==> src/rtl/pipe_ctrl_pkg.sv <==
// Shared constants for the pipeline stall controller: instruction field
// positions, opcode/aluop encodings and the sequencer state encoding.
package pipe_ctrl_pkg;

   localparam int unsigned IR_W  = 32;
   localparam int unsigned FLD_W = 5;

   // Instruction field bit ranges
   localparam int unsigned OP_HI  = 31;
   localparam int unsigned OP_LO  = 27;
   localparam int unsigned RD_HI  = 26;
   localparam int unsigned RD_LO  = 22;
   localparam int unsigned RS_HI  = 21;
   localparam int unsigned RS_LO  = 17;
   localparam int unsigned RT_HI  = 16;
   localparam int unsigned RT_LO  = 12;
   localparam int unsigned ALU_HI = 6;
   localparam int unsigned ALU_LO = 2;

   // Opcodes
   localparam logic [FLD_W-1:0] OP_RTYPE = 5'b00000;
   localparam logic [FLD_W-1:0] OP_LW    = 5'b01000;
   localparam logic [FLD_W-1:0] OP_SW    = 5'b00111;
   localparam logic [FLD_W-1:0] OP_BNE   = 5'b00010;
   localparam logic [FLD_W-1:0] OP_BLT   = 5'b00110;
   localparam logic [FLD_W-1:0] OP_JR    = 5'b00100;

   // R-type ALU operations that occupy the multdiv unit
   localparam logic [FLD_W-1:0] ALUOP_MUL = 5'b00110;
   localparam logic [FLD_W-1:0] ALUOP_DIV = 5'b00111;

   typedef enum logic [1:0] {
      ST_IDLE    = 2'b00,
      ST_MD_WAIT = 2'b01
   } state_t;

endpackage

==> src/rtl/pipe_hazard_detect.sv <==
// Combinational decode of the F/D and D/X instructions into hazard flags.
// Ports:
//   fd_ir     - instruction in the F/D latch
//   dx_ir     - instruction in the D/X latch
//   dx_md     - D/X holds a mul or div
//   dx_is_div - D/X mul/div is a div (aluop[0])
//   load_use  - D/X load writes a register that F/D reads
module pipe_hazard_detect
   import pipe_ctrl_pkg::*;
(
   input  logic [IR_W-1:0] fd_ir,
   input  logic [IR_W-1:0] dx_ir,
   output logic            dx_md,
   output logic            dx_is_div,
   output logic            load_use
);

   logic [FLD_W-1:0] fd_op, fd_rd, fd_rs, fd_rt;
   logic [FLD_W-1:0] dx_op, dx_rd, dx_alu;
   logic             dx_lw, use_rd, use_rt;
   logic             unused_bits;

   assign fd_op  = fd_ir[OP_HI:OP_LO];
   assign fd_rd  = fd_ir[RD_HI:RD_LO];
   assign fd_rs  = fd_ir[RS_HI:RS_LO];
   assign fd_rt  = fd_ir[RT_HI:RT_LO];
   assign dx_op  = dx_ir[OP_HI:OP_LO];
   assign dx_rd  = dx_ir[RD_HI:RD_LO];
   assign dx_alu = dx_ir[ALU_HI:ALU_LO];

   // Fields not involved in hazard decisions
   assign unused_bits = ^{fd_ir[RT_LO-1:0], dx_ir[RS_HI:ALU_HI+1], dx_ir[ALU_LO-1:0]};

   // Which F/D source fields are real register reads
   always_comb begin
      use_rt = (fd_op == OP_RTYPE);
      use_rd = (fd_op == OP_SW) || (fd_op == OP_BNE) ||
               (fd_op == OP_BLT) || (fd_op == OP_JR);
   end

   always_comb begin
      dx_lw     = (dx_op == OP_LW);
      dx_md     = (dx_op == OP_RTYPE) && ((dx_alu == ALUOP_MUL) || (dx_alu == ALUOP_DIV));
      dx_is_div = dx_alu[0];
      // $0 is hardwired, so a load into it never creates a dependency
      load_use  = dx_lw && (dx_rd != '0) &&
                  ((dx_rd == fd_rs) ||
                   (use_rt && (dx_rd == fd_rt)) ||
                   (use_rd && (dx_rd == fd_rd)));
   end

endmodule

==> src/rtl/pipe_stall_ctrl.sv <==
// Pipeline latch sequencer: PC/F/D/D/X enables, bubble selects and the
// multdiv handshake with a watchdog that forces release after MD_TIMEOUT.
// Ports:
//   clock, reset                 - clock, async active-high reset
//   in_fd_ir, in_dx_ir           - F/D and D/X instructions
//   in_branch_taken              - X-stage taken branch/jump
//   in_md_ready                  - multdiv result valid pulse
//   out_pc_en/fd_en/dx_en        - latch write enables
//   out_fd_nop/dx_nop/xm_nop     - bubble selects
//   out_md_start, out_md_is_div  - multdiv launch and op select
//   out_md_busy, out_md_timeout  - waiting on multdiv; sticky watchdog flag
module pipe_stall_ctrl
   import pipe_ctrl_pkg::*;
#(
   parameter int unsigned MD_TIMEOUT = 40,
   parameter int unsigned CNT_W      = 6
)(
   input  logic            clock,
   input  logic            reset,
   input  logic [IR_W-1:0] in_fd_ir,
   input  logic [IR_W-1:0] in_dx_ir,
   input  logic            in_branch_taken,
   input  logic            in_md_ready,
   output logic            out_pc_en,
   output logic            out_fd_en,
   output logic            out_dx_en,
   output logic            out_fd_nop,
   output logic            out_dx_nop,
   output logic            out_xm_nop,
   output logic            out_md_start,
   output logic            out_md_is_div,
   output logic            out_md_busy,
   output logic            out_md_timeout
);

   state_t           state, state_nxt;
   logic [CNT_W-1:0] cnt, cnt_nxt;
   logic             timeout_flag, timeout_nxt;
   logic             dx_md, dx_is_div, load_use;

   pipe_hazard_detect u_hazard (
      .fd_ir     (in_fd_ir),
      .dx_ir     (in_dx_ir),
      .dx_md     (dx_md),
      .dx_is_div (dx_is_div),
      .load_use  (load_use)
   );

   // State register
   always_ff @(posedge clock or posedge reset) begin
      if (reset) begin
         state        <= ST_IDLE;
         cnt          <= '0;
         timeout_flag <= 1'b0;
      end else begin
         state        <= state_nxt;
         cnt          <= cnt_nxt;
         timeout_flag <= timeout_nxt;
      end
   end

   assign out_md_timeout = timeout_flag;

   // Next state and latch controls
   always_comb begin
      state_nxt     = state;
      cnt_nxt       = cnt;
      timeout_nxt   = timeout_flag;
      out_pc_en     = 1'b1;
      out_fd_en     = 1'b1;
      out_dx_en     = 1'b1;
      out_fd_nop    = 1'b0;
      out_dx_nop    = 1'b0;
      out_xm_nop    = 1'b0;
      out_md_start  = 1'b0;
      out_md_is_div = 1'b0;
      out_md_busy   = 1'b0;

      case (state)
         ST_IDLE: begin
            if (dx_md) begin
               out_md_start  = 1'b1;
               out_md_is_div = dx_is_div;
               out_pc_en     = 1'b0;
               out_fd_en     = 1'b0;
               out_dx_en     = 1'b0;
               out_xm_nop    = 1'b1;
               state_nxt     = ST_MD_WAIT;
               cnt_nxt       = '0;
            end else if (in_branch_taken) begin
               // Squash both younger instructions; supersedes any load-use stall
               out_fd_nop = 1'b1;
               out_dx_nop = 1'b1;
            end else if (load_use) begin
               out_pc_en  = 1'b0;
               out_fd_en  = 1'b0;
               out_dx_nop = 1'b1;
            end
         end

         ST_MD_WAIT: begin
            out_md_busy = 1'b1;
            if (in_md_ready) begin
               state_nxt = ST_IDLE;
            end else if (cnt == CNT_W'(MD_TIMEOUT - 1)) begin
               // Watchdog: let the pipe move but drop the missing result
               out_xm_nop  = 1'b1;
               timeout_nxt = 1'b1;
               state_nxt   = ST_IDLE;
            end else begin
               out_pc_en  = 1'b0;
               out_fd_en  = 1'b0;
               out_dx_en  = 1'b0;
               out_xm_nop = 1'b1;
               cnt_nxt    = cnt + CNT_W'(1);
            end
         end

         default: state_nxt = ST_IDLE;
      endcase
   end

endmodule
==> config.mk <==
export PLATFORM = sky130hd
export DESIGN_NAME = pipe_stall_ctrl
export DESIGN_NICKNAME = d
export VERILOG_FILES = /design/src/rtl/pipe_ctrl_pkg.sv /design/src/rtl/pipe_hazard_detect.sv /design/src/rtl/pipe_stall_ctrl.sv
export SDC_FILE = /design/constraint.sdc
export NUM_CORES = 1
export LEC_CHECK = 0
export CAP_MARGIN = 20
export CELL_PAD_IN_SITES_DETAIL_PLACEMENT = 1
export CELL_PAD_IN_SITES_GLOBAL_PLACEMENT = 1
export CORE_ASPECT_RATIO = 1.5
export CORE_UTILIZATION = 19
export DETAILED_ROUTE_END_ITERATION = 16
export HOLD_SLACK_MARGIN = 0.15
export PLACE_DENSITY_LB_ADDON = 0.1
export SETUP_SLACK_MARGIN = 0.05
export SYNTH_ARGS = -nofsm -noshare
export SYNTH_HDL_FRONTEND = slang
export SYNTH_HIERARCHICAL = 1
export SYNTH_SLANG_ARGS = --single-unit
export TNS_END_PERCENT = 10
==> constraint.sdc <==
create_clock -name clock -period 3.4 [get_ports clock]
set_input_delay 0.51 -clock clock [delete_from_list [all_inputs] [get_ports clock]]
set_output_delay 0.51 -clock clock [all_outputs]
set_load 0.01 [all_outputs]
==> impl_metrics.prom, run 1 <==
# TYPE chip_impl_metric gauge
chip_impl_info{name="hold_path_class",value="flop to flop"} 1
chip_impl_metric{name="num_ports",unit=""} 78
chip_impl_info{name="critPathKind",value="primary input to output port"} 1
chip_impl_metric{name="grt_max_degree",unit=""} 10
chip_impl_metric{name="postPlaceCellArea",unit="µm²"} 1270
chip_impl_metric{name="cts_sinks",unit=""} 8
chip_impl_info{name="most_used_dff_post_synth",value="sky130_fd_sc_hd__dfrtp_1"} 1
chip_impl_metric{name="drc",unit=""} 0
chip_impl_metric{name="reg2regPathDepth",unit=""} 3
chip_impl_info{name="worstReg2RegEnd",value="cnt[3]"} 1
chip_impl_metric{name="cts_hold_buf",unit=""} 0
chip_impl_metric{name="syn-num-nets",unit=""} 152
chip_impl_metric{name="vias_per_cell",unit=""} 4.63
chip_impl_metric{name="max-clock-path-buffers",unit=""} 2
chip_impl_metric{name="synth.lib_cells_used.distinct",unit=""} 36
chip_impl_metric{name="wl_per_cell",unit="µm"} 12.6
chip_impl_info{name="worst_path_most_repeated_cell",value="sky130_fd_sc_hd__clkdlybuf4s50_1"} 1
chip_impl_metric{name="gp_congestion",unit=""} 0.695
chip_impl_metric{name="final-setup-viol-count",unit=""} 0
chip_impl_metric{name="p_comb_frac",unit=""} 0.281
chip_impl_metric{name="detailedPlacementHpwl",unit="mm"} 1.91
chip_impl_info{name="rsz0062_at_grt",value="no"} 1
chip_impl_info{name="dominant_combinational_cell_family_by_area_after_synthesis",value="simple AND/OR/NAND/NOR gates"} 1
chip_impl_metric{name="rows",unit=""} 27
chip_impl_metric{name="global_route.usage.met2",unit=""} 0.229
chip_impl_metric{name="dieHeight",unit="µm"} 77.6
chip_impl_metric{name="synth_seq_cells",unit=""} 8
chip_impl_metric{name="syn_to_final_growth",unit="%"} 83.1
chip_impl_metric{name="drt_first_iter_violations",unit=""} 10
chip_impl_metric{name="synth_edf_count",unit=""} 0
chip_impl_metric{name="die_area",unit="µm²"} 4070
chip_impl_metric{name="numPortBuffers",unit=""} 48
chip_impl_info{name="crit_slowest_cell",value="sky130_fd_sc_hd__clkdlybuf4s50_1"} 1
chip_impl_metric{name="asyncSetResetFlopFracSynth",unit=""} 1.00
chip_impl_metric{name="detailed_route_wire_length",unit="mm"} 2.24
chip_impl_metric{name="fin_hold_ws",unit="ns"} 0.474
chip_impl_metric{name="postLayoutCellArea",unit="µm²"} 1330
chip_impl_metric{name="synth_fa_ha_area_frac",unit=""} 0.0173
chip_impl_info{name="cp-start-kind",value="primary input"} 1
chip_impl_metric{name="synth_sequential_area_ratio",unit=""} 0.276
chip_impl_metric{name="crit_fanout",unit=""} 4
chip_impl_metric{name="final.setup.tns",unit="ns"} 0
chip_impl_metric{name="worst_skew_pair.late_latency",unit="ns"} 0.23
chip_impl_metric{name="floorplan.core_area",unit="µm²"} 3650
chip_impl_metric{name="max_cap_viol_count",unit=""} 0
chip_impl_metric{name="drt-pass1-iter-count",unit=""} 4
chip_impl_metric{name="timing.critical_path.depth",unit=""} 8
chip_impl_metric{name="dr_total_vias",unit=""} 824
chip_impl_metric{name="tightestPinTransition",unit="ns"} 0.313
chip_impl_metric{name="layout_worst_path_cycle_share",unit=""} 0.943
chip_impl_metric{name="synth_area",unit="µm²"} 724
chip_impl_metric{name="post-synth-top-area-fraction",unit=""} 0.276
chip_impl_metric{name="maximum_clock_skew_at_final_layout",unit="ns"} 0.00246
chip_impl_metric{name="share_seq_of_total_power",unit=""} 0.328
chip_impl_metric{name="drt.antenna.violating_nets",unit=""} 0
chip_impl_metric{name="cts_post_setup_buffers_inserted",unit=""} 0
chip_impl_metric{name="ctsHtreeMaxLevel",unit=""} 1
chip_impl_metric{name="final_core_utilization",unit=""} 0.364
chip_impl_info{name="synth_top_cell_by_area",value="sky130_fd_sc_hd__dfrtp_1"} 1
chip_impl_metric{name="ir_drop_worst_vdd",unit="V"} 0.000211
chip_impl_info{name="status",value="finished clean"} 1
chip_impl_info{name="post_synth_main_area_contributors",value="sky130_fd_sc_hd__dfrtp_1 (28%), sky130_fd_sc_hd__xnor2_1 (11%), sky130_fd_sc_hd__xor2_1 (8.5%), sky130_fd_sc_hd__inv_1 (3.6%), sky130_fd_sc_hd__buf_4 (3.1%)"} 1
chip_impl_metric{name="grtUsageTotal",unit=""} 0.123
chip_impl_info{name="critical_path.cell_chain",value="clkdlybuf4s50_1, xor2_1, nor4_2, nand4_1, a31oi_2, a21oi_1, o21a_1, clkdlybuf4s50_1"} 1
chip_impl_metric{name="slowest_delay",unit="ns"} 0.52
chip_impl_metric{name="groute.layer.met1.usage",unit=""} 0.121
chip_impl_metric{name="max_freq",unit="GHz"} 0.312
chip_impl_metric{name="slew-limit-headroom",unit=""} 0.791
chip_impl_metric{name="total_leakage_power",unit="µW"} 0.000522
chip_impl_metric{name="synth-simple-area-share",unit=""} 0.235
chip_impl_metric{name="power.density",unit="nW/µm²"} 226
chip_impl_metric{name="numCtsBuffers",unit=""} 3
chip_impl_metric{name="ys.warnings.count",unit=""} 6
chip_impl_info{name="peak_usage_layer_in_the_global_routing_report",value="met2"} 1
chip_impl_metric{name="path_clk_slew",unit="ns"} 0.04
chip_impl_metric{name="syn_avg_cell_area",unit="µm²"} 8.73
chip_impl_metric{name="r2r_slack",unit="ns"} 2.00
chip_impl_metric{name="power.switching",unit="µW"} 69.7
chip_impl_metric{name="crit_buf_inv",unit=""} 2
chip_impl_metric{name="period_minus_slack",unit="ns"} 3.21
chip_impl_metric{name="globalRouteOverflowTotal",unit=""} 0
chip_impl_metric{name="worstPathArrival",unit="ns"} 2.70
chip_impl_metric{name="fin_nets",unit=""} 206
chip_impl_metric{name="antenna_found_initial",unit=""} 0
chip_impl_info{name="setup.worst_path.end_class",value="output port"} 1
chip_impl_metric{name="clkPwrFrac",unit=""} 0.390
chip_impl_metric{name="met3_usage",unit=""} 0.0118
chip_impl_metric{name="drive_gt1_frac",unit=""} 0.126
chip_impl_metric{name="grt_pass1_wl",unit="mm"} 3.69
chip_impl_metric{name="slew_violations",unit=""} 0
chip_impl_metric{name="antenna_cells",unit=""} 0
chip_impl_info{name="delay_heaviest_family_cp",value="buffers and inverters"} 1
chip_impl_info{name="worstReg2RegStart",value="cnt[0]"} 1
chip_impl_info{name="worst_setup_path_startpoint",value="in_dx_ir[24]"} 1
chip_impl_metric{name="initial_utilization",unit=""} 0.199
chip_impl_metric{name="p_int",unit="µW"} 231
chip_impl_metric{name="sw_frac_of_total",unit=""} 0.232
chip_impl_info{name="cts.root.buffer_cell",value="sky130_fd_sc_hd__clkbuf_8"} 1
chip_impl_metric{name="horiz_die_dim",unit="µm"} 52.4
chip_impl_metric{name="final-hold-violation-count",unit=""} 0
chip_impl_metric{name="grt_pass1_vias",unit=""} 859
chip_impl_metric{name="total_power",unit="µW"} 300
chip_impl_info{name="critical_path.endpoint",value="out_fd_en"} 1
chip_impl_metric{name="post_synthesis_cell_count",unit=""} 83
chip_impl_metric{name="cp_data_required_time",unit="ns"} 2.89
chip_impl_metric{name="compound_cell_area_share_of_the_yosys_netlist",unit=""} 0.183
chip_impl_metric{name="yosys.area_share.xor_xnor",unit=""} 0.193
chip_impl_info{name="cts_tree",value="yes"} 1
chip_impl_metric{name="synth.mux.area_fraction",unit=""} 0.0276
worst min-delay path by stage:
stage,startpoint,to,depth (start not counted)
after floorplan,reset,cnt[0],1
after global placement,out_md_timeout,out_md_timeout,1
after detailed placement,out_md_timeout,out_md_timeout,1
after CTS,out_md_timeout,out_md_timeout,1
after global routing,out_md_timeout,out_md_timeout,1
final,out_md_timeout,out_md_timeout,1
synthesized netlist by cell type (all sizes together) (2+ instances only):
library cell and instances:
buf 3, mux2i 2, o21a 2, or4 3
nand2b 2, xnor2 9, nor3 3, nand4 2
dfrtp 8, nor4 2, a31oi 2, xor2 7
a21oi 4, nand2 4, inv 7, nand3 3
o31ai 2, nor2 5
cell usage in the layout, fill, tap and decap left out, types with 2 or more instances in the layout:
master                            instances
sky130_fd_sc_hd__xnor2_1                  9
sky130_fd_sc_hd__nand4_1                  2
sky130_fd_sc_hd__xor2_1                   7
sky130_fd_sc_hd__or4_4                    2
sky130_fd_sc_hd__nor4_2                   2
sky130_fd_sc_hd__dfrtp_1                  8
sky130_fd_sc_hd__inv_1                    7
sky130_fd_sc_hd__o21a_1                   2
sky130_fd_sc_hd__clkdlybuf4s50_1         48
sky130_fd_sc_hd__a21oi_1                  3
sky130_fd_sc_hd__nor3_1                   3
sky130_fd_sc_hd__mux2i_1                  2
sky130_fd_sc_hd__buf_4                    4
sky130_fd_sc_hd__o31ai_1                  2
sky130_fd_sc_hd__clkbuf_8                 3
sky130_fd_sc_hd__nor2_1                   4
sky130_fd_sc_hd__nand3_1                  2
sky130_fd_sc_hd__nand2_1                  4
final cells by class:
| class | count | area (µm²) |
|---|---|---|
| fill | 444 | 2320 |
| timing repair buffer | 52 | 510 |
| multi-input combinational | 65 | 494 |
| sequential | 8 | 200 |
| tap | 43 | 53.8 |
| clock buffer | 3 | 41.3 |
| inverter | 7 | 26.3 |
cell families (layout without fill, tap and decap cells):
family,Yosys count,after routing
mux,2,2
simple gates,28,28
compound gates,18,18
flops,8,8
fa+ha+maj,1,1
xor+xnor,16,16
buf+inv,10,62
sequential cells by signal (all words and copies together), names as in the netlist:
register        count
state               1
out_md_timeout      1
cnt                 6
what timing repair did:
item,in CTS,in global routing
endpoints found under the setup margin,0,5
endpoints found under the hold margin,0,0
gates resized for setup,0,3
metrics by stage:
stage	setup slack, ns	cells
after floorplan	0.846	83
after global placement	0.101	175
after detailed placement	0.0755	175
after CTS	0.0660	178
after global routing	0.0590	178
final	0.194	178
layer usage:
layer / share of wire / vias to the layer above
li1: - / 405
met1: 0.34 / 374
met2: 0.57 / 41
met3: 0.055 / 4
met4: 0.028 / 0
met5: 0 / -
power by group through the flow:
stage	Clock (µW)	Combinational [µW]	Sequential, µW
floorplan	0	26.0	99.5
global placement	0	82.1	99.7
detailed placement	0	84.2	99.9
CTS	119	84.5	98.7
global route	125	91.9	99.1
finish	117	84.4	98.6
(Power assumes the default switching activity.)
==> inputs of run 2 (changes only) <==
==> constraint.sdc (replaced) <==
create_clock -name clock -period 3.4 [get_ports clock]
set_input_delay 0.51 -clock clock [delete_from_list [all_inputs] [get_ports clock]]
set_output_delay 0.51 -clock clock [all_outputs]
set_load 0.02 [all_outputs]
==> run 2 against run 1 <==
Clock-buffer cell count unchanged. Via count down 0.97%. Worst hold slack worse by 0.0018 ns. Sequential cell count did not move. Clock skew is 0.0044 ns higher.
==> impl_metrics.prom, run 2 (synthesis gave the netlist of run 1 again) <==
# TYPE chip_impl_metric gauge
chip_impl_metric{name="final-hold-violation-count",unit=""} 0
chip_impl_metric{name="final.setup.tns",unit="ns"} 0
chip_impl_metric{name="p_int",unit="µW"} 230
chip_impl_metric{name="tightestPinTransition",unit="ns"} 0.324
chip_impl_info{name="cts_tree",value="yes"} 1
chip_impl_metric{name="grt_max_degree",unit=""} 10
chip_impl_metric{name="antenna_found_initial",unit=""} 0
chip_impl_metric{name="ir_drop_worst_vdd",unit="V"} 0.000145
chip_impl_metric{name="detailedPlacementHpwl",unit="mm"} 1.91
chip_impl_metric{name="vias_per_cell",unit=""} 4.58
chip_impl_metric{name="clkPwrFrac",unit=""} 0.391
chip_impl_metric{name="dr_total_vias",unit=""} 816
chip_impl_metric{name="detailed_route_wire_length",unit="mm"} 2.27
chip_impl_info{name="final_cell_mix",value="sky130_fd_sc_hd__clkdlybuf4s50_1 (47), sky130_fd_sc_hd__xnor2_1 (9), sky130_fd_sc_hd__dfrtp_1 (8)"} 1
chip_impl_metric{name="gp_congestion",unit=""} 0.681
chip_impl_metric{name="total_leakage_power",unit="µW"} 0.000541
chip_impl_metric{name="slew-limit-headroom",unit=""} 0.784
chip_impl_metric{name="p_comb_frac",unit=""} 0.283
chip_impl_metric{name="horiz_die_dim",unit="µm"} 52.4
chip_impl_metric{name="antenna_cells",unit=""} 0
chip_impl_metric{name="cts_sinks",unit=""} 8
chip_impl_metric{name="die_area",unit="µm²"} 4070
chip_impl_metric{name="dpl_worst_slack",unit="ns"} 0.0156
chip_impl_metric{name="rows",unit=""} 27
chip_impl_metric{name="power.switching",unit="µW"} 71.4
chip_impl_metric{name="syn_to_final_growth",unit="%"} 83.4
chip_impl_metric{name="numPortBuffers",unit=""} 48
chip_impl_info{name="most_frequent_standard_cell_in_the_layout_excluding_fill_and_tap_cells",value="sky130_fd_sc_hd__clkdlybuf4s50_1"} 1
chip_impl_info{name="status",value="finished clean"} 1
chip_impl_metric{name="max-clock-path-buffers",unit=""} 2
chip_impl_metric{name="ctsHtreeMaxLevel",unit=""} 1
chip_impl_metric{name="num_ports",unit=""} 78
chip_impl_metric{name="layout_worst_path_cycle_share",unit=""} 0.953
chip_impl_metric{name="globalRouteOverflowTotal",unit=""} 0
chip_impl_metric{name="power.density",unit="nW/µm²"} 227
chip_impl_metric{name="share_seq_of_total_power",unit=""} 0.326
chip_impl_metric{name="grt_pass1_vias",unit=""} 860
chip_impl_metric{name="wl_per_cell",unit="µm"} 12.7
chip_impl_metric{name="drc",unit=""} 0
chip_impl_metric{name="crit_fanout",unit=""} 4
chip_impl_metric{name="max_reg_flops",unit=""} 6
chip_impl_metric{name="drt-pass1-iter-count",unit=""} 4
chip_impl_metric{name="drt.antenna.violating_nets",unit=""} 0
chip_impl_metric{name="max_cap_viol_count",unit=""} 0
chip_impl_metric{name="floorplan.core_area",unit="µm²"} 3650
chip_impl_info{name="hold_path_class",value="flop to flop"} 1
chip_impl_metric{name="ctsResizeCount",unit=""} 1
chip_impl_info{name="cp-start-kind",value="primary input"} 1
chip_impl_metric{name="drt_first_iter_violations",unit=""} 8
chip_impl_metric{name="worstPathArrival",unit="ns"} 2.73
chip_impl_metric{name="cts_post_setup_buffers_inserted",unit=""} 0
chip_impl_metric{name="period_minus_slack",unit="ns"} 3.24
chip_impl_metric{name="final-setup-viol-count",unit=""} 0
chip_impl_metric{name="slew_violations",unit=""} 0
chip_impl_info{name="critPathKind",value="primary input to output port"} 1
chip_impl_info{name="setup.worst_path.end_class",value="output port"} 1
chip_impl_metric{name="max_freq",unit="GHz"} 0.309
chip_impl_metric{name="sw_frac_of_total",unit=""} 0.237
chip_impl_metric{name="grtUsageTotal",unit=""} 0.127
chip_impl_metric{name="numCtsBuffers",unit=""} 3
chip_impl_metric{name="cp_data_required_time",unit="ns"} 2.89
chip_impl_metric{name="fin_nets",unit=""} 206
chip_impl_info{name="largest-register",value="cnt"} 1
chip_impl_metric{name="worst_skew_pair.late_latency",unit="ns"} 0.24
chip_impl_metric{name="cts_hold_buf",unit=""} 0
chip_impl_info{name="rsz0062_at_grt",value="yes"} 1
chip_impl_metric{name="initial_utilization",unit=""} 0.199
chip_impl_metric{name="grt_pass1_wl",unit="mm"} 3.77
chip_impl_metric{name="path_clk_slew",unit="ns"} 0.04
chip_impl_metric{name="total_power",unit="µW"} 302
chip_impl_metric{name="drive_gt1_frac",unit=""} 0.126
chip_impl_metric{name="dieHeight",unit="µm"} 77.6
chip_impl_metric{name="maximum_clock_skew_at_final_layout",unit="ns"} 0.00690
chip_impl_metric{name="final_critical_path_setup_slack",unit="ns"} 0.160
chip_impl_info{name="cts.root.buffer_cell",value="sky130_fd_sc_hd__clkbuf_8"} 1
==> run 2: power by group through the flow <==
stage	sequential [µW]	clock [µW]	combinational [µW]
6_report	98.6	118	85.3
3_3_place_gp	99.7	0	83.3
5_1_grt	98.6	128	93.2
3_5_place_dp	99.9	0	84.8
4_1_cts	98.5	123	85.5
2_1_floorplan	99.5	0	27.2
==> run 2: per-layer routing <==
layer  share of wire  routed length, µm  vias to the layer above  GRT usage
met5               0                  0                        -          0
met4           0.034                 77                        0     0.0868
met3           0.055                125                        5     0.0137
met2            0.54               1230                       38      0.230
met1            0.37                831                      367      0.125
li1                -                  -                      406          -
==> run 2: per-stage QoR <==
stage | std cells | hold WS [ns] | utilization | cell area, µm²
finish | 178 | 0.472 | 0.364 | 1330
floorplan | 83 | 0.326 | - | 724
global route | 178 | 0.513 | 0.364 | 1330
detailed placement | 175 | 0.468 | 0.347 | 1270
CTS | 178 | 0.481 | 0.360 | 1310
global placement | 175 | 0.461 | 0.347 | 1270
==> run 2: layout make-up <==
type	instances	area (µm²)
sequential	8	200
clock buffer	3	41.3
inverter	7	26.3
multi-input combinational	65	494
timing repair buffer	52	513
tap	43	53.8
fill	435	2320
==> run 2: critical path, stage by stage <==
cell and delay [ns]:
sky130_fd_sc_hd__clkdlybuf4s50_1 0.51, sky130_fd_sc_hd__xor2_1 0.21, sky130_fd_sc_hd__nor4_2 0.30, sky130_fd_sc_hd__nand4_1 0.16, sky130_fd_sc_hd__a31oi_2 0.23, sky130_fd_sc_hd__a21oi_1 0.09, sky130_fd_sc_hd__o21a_1 0.18, sky130_fd_sc_hd__clkdlybuf4s50_1 0.54
==> run 2: path summary, 6_finish.rpt <==
check / from / cells past startpoint / slack [ns] / endpoint
setup / recovery: in_dx_ir[25] / 8 / 0.16 / out_fd_en
hold / removal: out_md_timeout / 1 / 0.47 / out_md_timeout
setup reg to reg: state[0] / 3 / 1.98 / cnt[5]
hold reg to reg: out_md_timeout / 1 / 0.47 / out_md_timeout
max in group asynchronous: reset / 2 / 2.62 / out_md_timeout
min in group asynchronous: reset / 2 / 0.53 / cnt[0]
==> inputs of run 3 (changes only) <==
--- a/config.mk
+++ b/config.mk
@@ -9,7 +9,7 @@
 export CELL_PAD_IN_SITES_DETAIL_PLACEMENT = 1
 export CELL_PAD_IN_SITES_GLOBAL_PLACEMENT = 1
 export CORE_ASPECT_RATIO = 1.5
-export CORE_UTILIZATION = 19
+export CORE_UTILIZATION = 16
 export DETAILED_ROUTE_END_ITERATION = 16
 export HOLD_SLACK_MARGIN = 0.15
 export PLACE_DENSITY_LB_ADDON = 0.1
@@ -18,4 +18,4 @@
 export SYNTH_HDL_FRONTEND = slang
 export SYNTH_HIERARCHICAL = 1
 export SYNTH_SLANG_ARGS = --single-unit
-export TNS_END_PERCENT = 10
+export TNS_END_PERCENT = 100
==> constraint.sdc (replaced) <==
create_clock -name clock -period 2.95 [get_ports clock]
set_input_delay 0.4425 -clock clock [delete_from_list [all_inputs] [get_ports clock]]
set_output_delay 0.4425 -clock clock [all_outputs]
set_load 0.02 [all_outputs]
==> run 3 against run 2 <==
The flow now finishes with violations (design-rule violations). Combinational power increased by 20%. Global-route usage decreased by 2.6 points. Via count up 6.3%. Clock skew is 0.0029 ns lower. First-iteration DRC count rose by 38%. Register-to-register slack got worse by 0.44 ns. Sequential share of layout area shrank 0.45 points. Clock-buffer cell count unchanged.
==> impl_metrics.prom, run 3 (synthesis gave the netlist of run 1 again) <==
# TYPE chip_impl_metric gauge
chip_impl_metric{name="crit_fanout",unit=""} 3
chip_impl_metric{name="syn_to_final_growth",unit="%"} 89.1
chip_impl_info{name="most_frequent_standard_cell_in_the_layout_excluding_fill_and_tap_cells",value="sky130_fd_sc_hd__clkdlybuf4s50_1"} 1
chip_impl_metric{name="max_cap_viol_count",unit=""} 0
chip_impl_info{name="critPathKind",value="primary input to output port"} 1
chip_impl_metric{name="slew-limit-headroom",unit=""} 0.782
chip_impl_metric{name="drt.antenna.violating_nets",unit=""} 0
chip_impl_metric{name="grt_pass1_vias",unit=""} 948
chip_impl_metric{name="dpl_worst_slack",unit="ns"} -0.239
chip_impl_metric{name="ir_drop_worst_vdd",unit="V"} 0.0000818
chip_impl_metric{name="path_clk_slew",unit="ns"} 0.04
chip_impl_metric{name="initial_utilization",unit=""} 0.169
chip_impl_metric{name="numPortBuffers",unit=""} 48
chip_impl_metric{name="power.density",unit="nW/µm²"} 252
chip_impl_metric{name="final-setup-viol-count",unit=""} 0
chip_impl_metric{name="postLayoutCellArea",unit="µm²"} 1370
chip_impl_metric{name="gp_congestion",unit=""} 0.686
chip_impl_metric{name="floorplan.core_area",unit="µm²"} 4280
chip_impl_metric{name="fin_hold_ws",unit="ns"} 0.469
chip_impl_metric{name="maximum_clock_skew_at_final_layout",unit="ns"} 0.00401
chip_impl_metric{name="cts_post_setup_buffers_inserted",unit=""} 0
chip_impl_metric{name="worst_skew_pair.late_latency",unit="ns"} 0.23
chip_impl_metric{name="horiz_die_dim",unit="µm"} 56.9
chip_impl_info{name="peak_usage_layer_in_the_global_routing_report",value="met2"} 1
chip_impl_metric{name="groute.layer.met1.usage",unit=""} 0.0740
chip_impl_metric{name="drt_first_iter_violations",unit=""} 11
chip_impl_metric{name="max-clock-path-buffers",unit=""} 2
chip_impl_info{name="cts.root.buffer_cell",value="sky130_fd_sc_hd__clkbuf_8"} 1
chip_impl_metric{name="tightestPinTransition",unit="ns"} 0.326
chip_impl_metric{name="met3_usage",unit=""} 0.0231
chip_impl_metric{name="global_route.usage.met2",unit=""} 0.218
chip_impl_metric{name="final_critical_path_setup_slack",unit="ns"} 0.156
chip_impl_metric{name="detailed_route_wire_length",unit="mm"} 2.35
chip_impl_metric{name="antenna_found_initial",unit=""} 0
chip_impl_metric{name="drt-pass1-iter-count",unit=""} 10
chip_impl_metric{name="grtUsageTotal",unit=""} 0.101
chip_impl_metric{name="layout_worst_path_cycle_share",unit=""} 0.947
chip_impl_metric{name="num_ports",unit=""} 78
chip_impl_metric{name="max_reg_flops",unit=""} 6
chip_impl_metric{name="drc",unit=""} 2
chip_impl_metric{name="grt_max_degree",unit=""} 10
chip_impl_metric{name="slew_violations",unit=""} 0
chip_impl_info{name="status",value="finished, violations left"} 1
chip_impl_metric{name="cp_data_required_time",unit="ns"} 2.51
chip_impl_info{name="final_cell_mix",value="sky130_fd_sc_hd__clkdlybuf4s50_1 (37), sky130_fd_sc_hd__buf_4 (11), sky130_fd_sc_hd__xnor2_1 (9)"} 1
chip_impl_metric{name="postPlaceCellArea",unit="µm²"} 1320
chip_impl_metric{name="final.setup.tns",unit="ns"} 0
chip_impl_metric{name="wl_per_cell",unit="µm"} 12.5
chip_impl_metric{name="worstPathArrival",unit="ns"} 2.35
chip_impl_info{name="violations",value="design-rule violations"} 1
chip_impl_metric{name="die_area",unit="µm²"} 4810
chip_impl_info{name="setup.worst_path.end_class",value="output port"} 1
chip_impl_metric{name="antenna_cells",unit=""} 0
chip_impl_metric{name="max_freq",unit="GHz"} 0.358
chip_impl_metric{name="drive_gt1_frac",unit=""} 0.183
chip_impl_info{name="cts_tree",value="yes"} 1
chip_impl_metric{name="final-hold-violation-count",unit=""} 0
chip_impl_metric{name="fin_nets",unit=""} 213
chip_impl_info{name="rsz0062_at_grt",value="no"} 1
chip_impl_metric{name="final_cells",unit=""} 188
chip_impl_info{name="cp-start-kind",value="primary input"} 1
chip_impl_metric{name="dieHeight",unit="µm"} 84.4
chip_impl_metric{name="period_minus_slack",unit="ns"} 2.79
chip_impl_metric{name="total_leakage_power",unit="µW"} 0.000590
chip_impl_metric{name="cts_hold_buf",unit=""} 0
chip_impl_metric{name="ctsHtreeMaxLevel",unit=""} 1
chip_impl_metric{name="vias_per_cell",unit=""} 4.61
chip_impl_metric{name="grt_pass1_wl",unit="mm"} 3.77
chip_impl_info{name="largest-register",value="cnt"} 1
chip_impl_metric{name="cts_sinks",unit=""} 8
chip_impl_metric{name="rows",unit=""} 29
chip_impl_metric{name="detailedPlacementHpwl",unit="mm"} 2.09
chip_impl_metric{name="numCtsBuffers",unit=""} 3
chip_impl_metric{name="dr_total_vias",unit=""} 867
chip_impl_metric{name="globalRouteOverflowTotal",unit=""} 0
chip_impl_info{name="hold_path_class",value="primary input to asynchronous set/reset pin"} 1
chip_impl_metric{name="place.detailed.instances",unit=""} 185
## run 3: changes by cell type in the layout (fill, tap and decap cells not counted)
cell | previous run | this run
sky130_fd_sc_hd__clkdlybuf4s50_1 | 47 | 37
sky130_fd_sc_hd__clkdlybuf4s15_1 | 0 | 1
sky130_fd_sc_hd__dlymetal6s2s_1 | 1 | 2
sky130_fd_sc_hd__buf_4 | 4 | 11
sky130_fd_sc_hd__dlygate4sd2_1 | 0 | 6
sky130_fd_sc_hd__clkbuf_2 | 0 | 2
## run 3: metal layers
layer | up-vias | routed length, µm
li1 | 419 | -
met1 | 405 | 729
met2 | 41 | 1390
met3 | 2 | 197
met4 | 0 | 31
met5 | - | 0
## run 3: final cells by class
class                      count  area (µm²)
fill                         530        2910
timing repair buffer          59         551
multi-input combinational     65         494
sequential                     8         200
tap                           46        57.6
clock buffer                   3        41.3
inverter                       7        26.3
## run 3: where the power goes
group | switching, µW | internal [µW]
registers | 1.86 | 112
clock network | 41.5 | 88.3
logic | 34.8 | 66.7
## run 3: path summary, 6_finish.rpt
check	startpoint	endpoint	slack, ns	cells past startpoint
max	in_dx_ir[31]	out_dx_en	0.16	9
min	reset	cnt[1]	0.47	2
max reg2reg	cnt[0]	cnt[3]	1.54	3
min reg2reg	out_md_timeout	out_md_timeout	0.47	1
max in group asynchronous	reset	cnt[2]	2.23	2
min in group clock	out_md_timeout	out_md_timeout	0.47	1
## run 3: critical path: stages
cell and delay (ns):
sky130_fd_sc_hd__clkdlybuf4s50_1 0.40, sky130_fd_sc_hd__or4_4 0.55, sky130_fd_sc_hd__nor4_2 0.22, sky130_fd_sc_hd__buf_4 0.15, sky130_fd_sc_hd__nand2b_1 0.06, sky130_fd_sc_hd__inv_1 0.07
sky130_fd_sc_hd__buf_4 0.11, sky130_fd_sc_hd__nor2_1 0.03, sky130_fd_sc_hd__dlygate4sd2_1 0.32
## run 3: repair_timing
| action | CTS | global route |
|---|---|---|
| endpoints found under the hold margin | 0 | 0 |
| resized for setup | 11 | 8 |
| endpoints found under the setup margin | 8 | 3 |
| pin swaps | 0 | 4 |
## run 3: metrics by stage
step	utilization	power, µW
CTS	0.319	350
detailed placement	0.309	218
global placement	0.309	216
finish	0.320	345
floorplan	-	146
global route	0.320	362
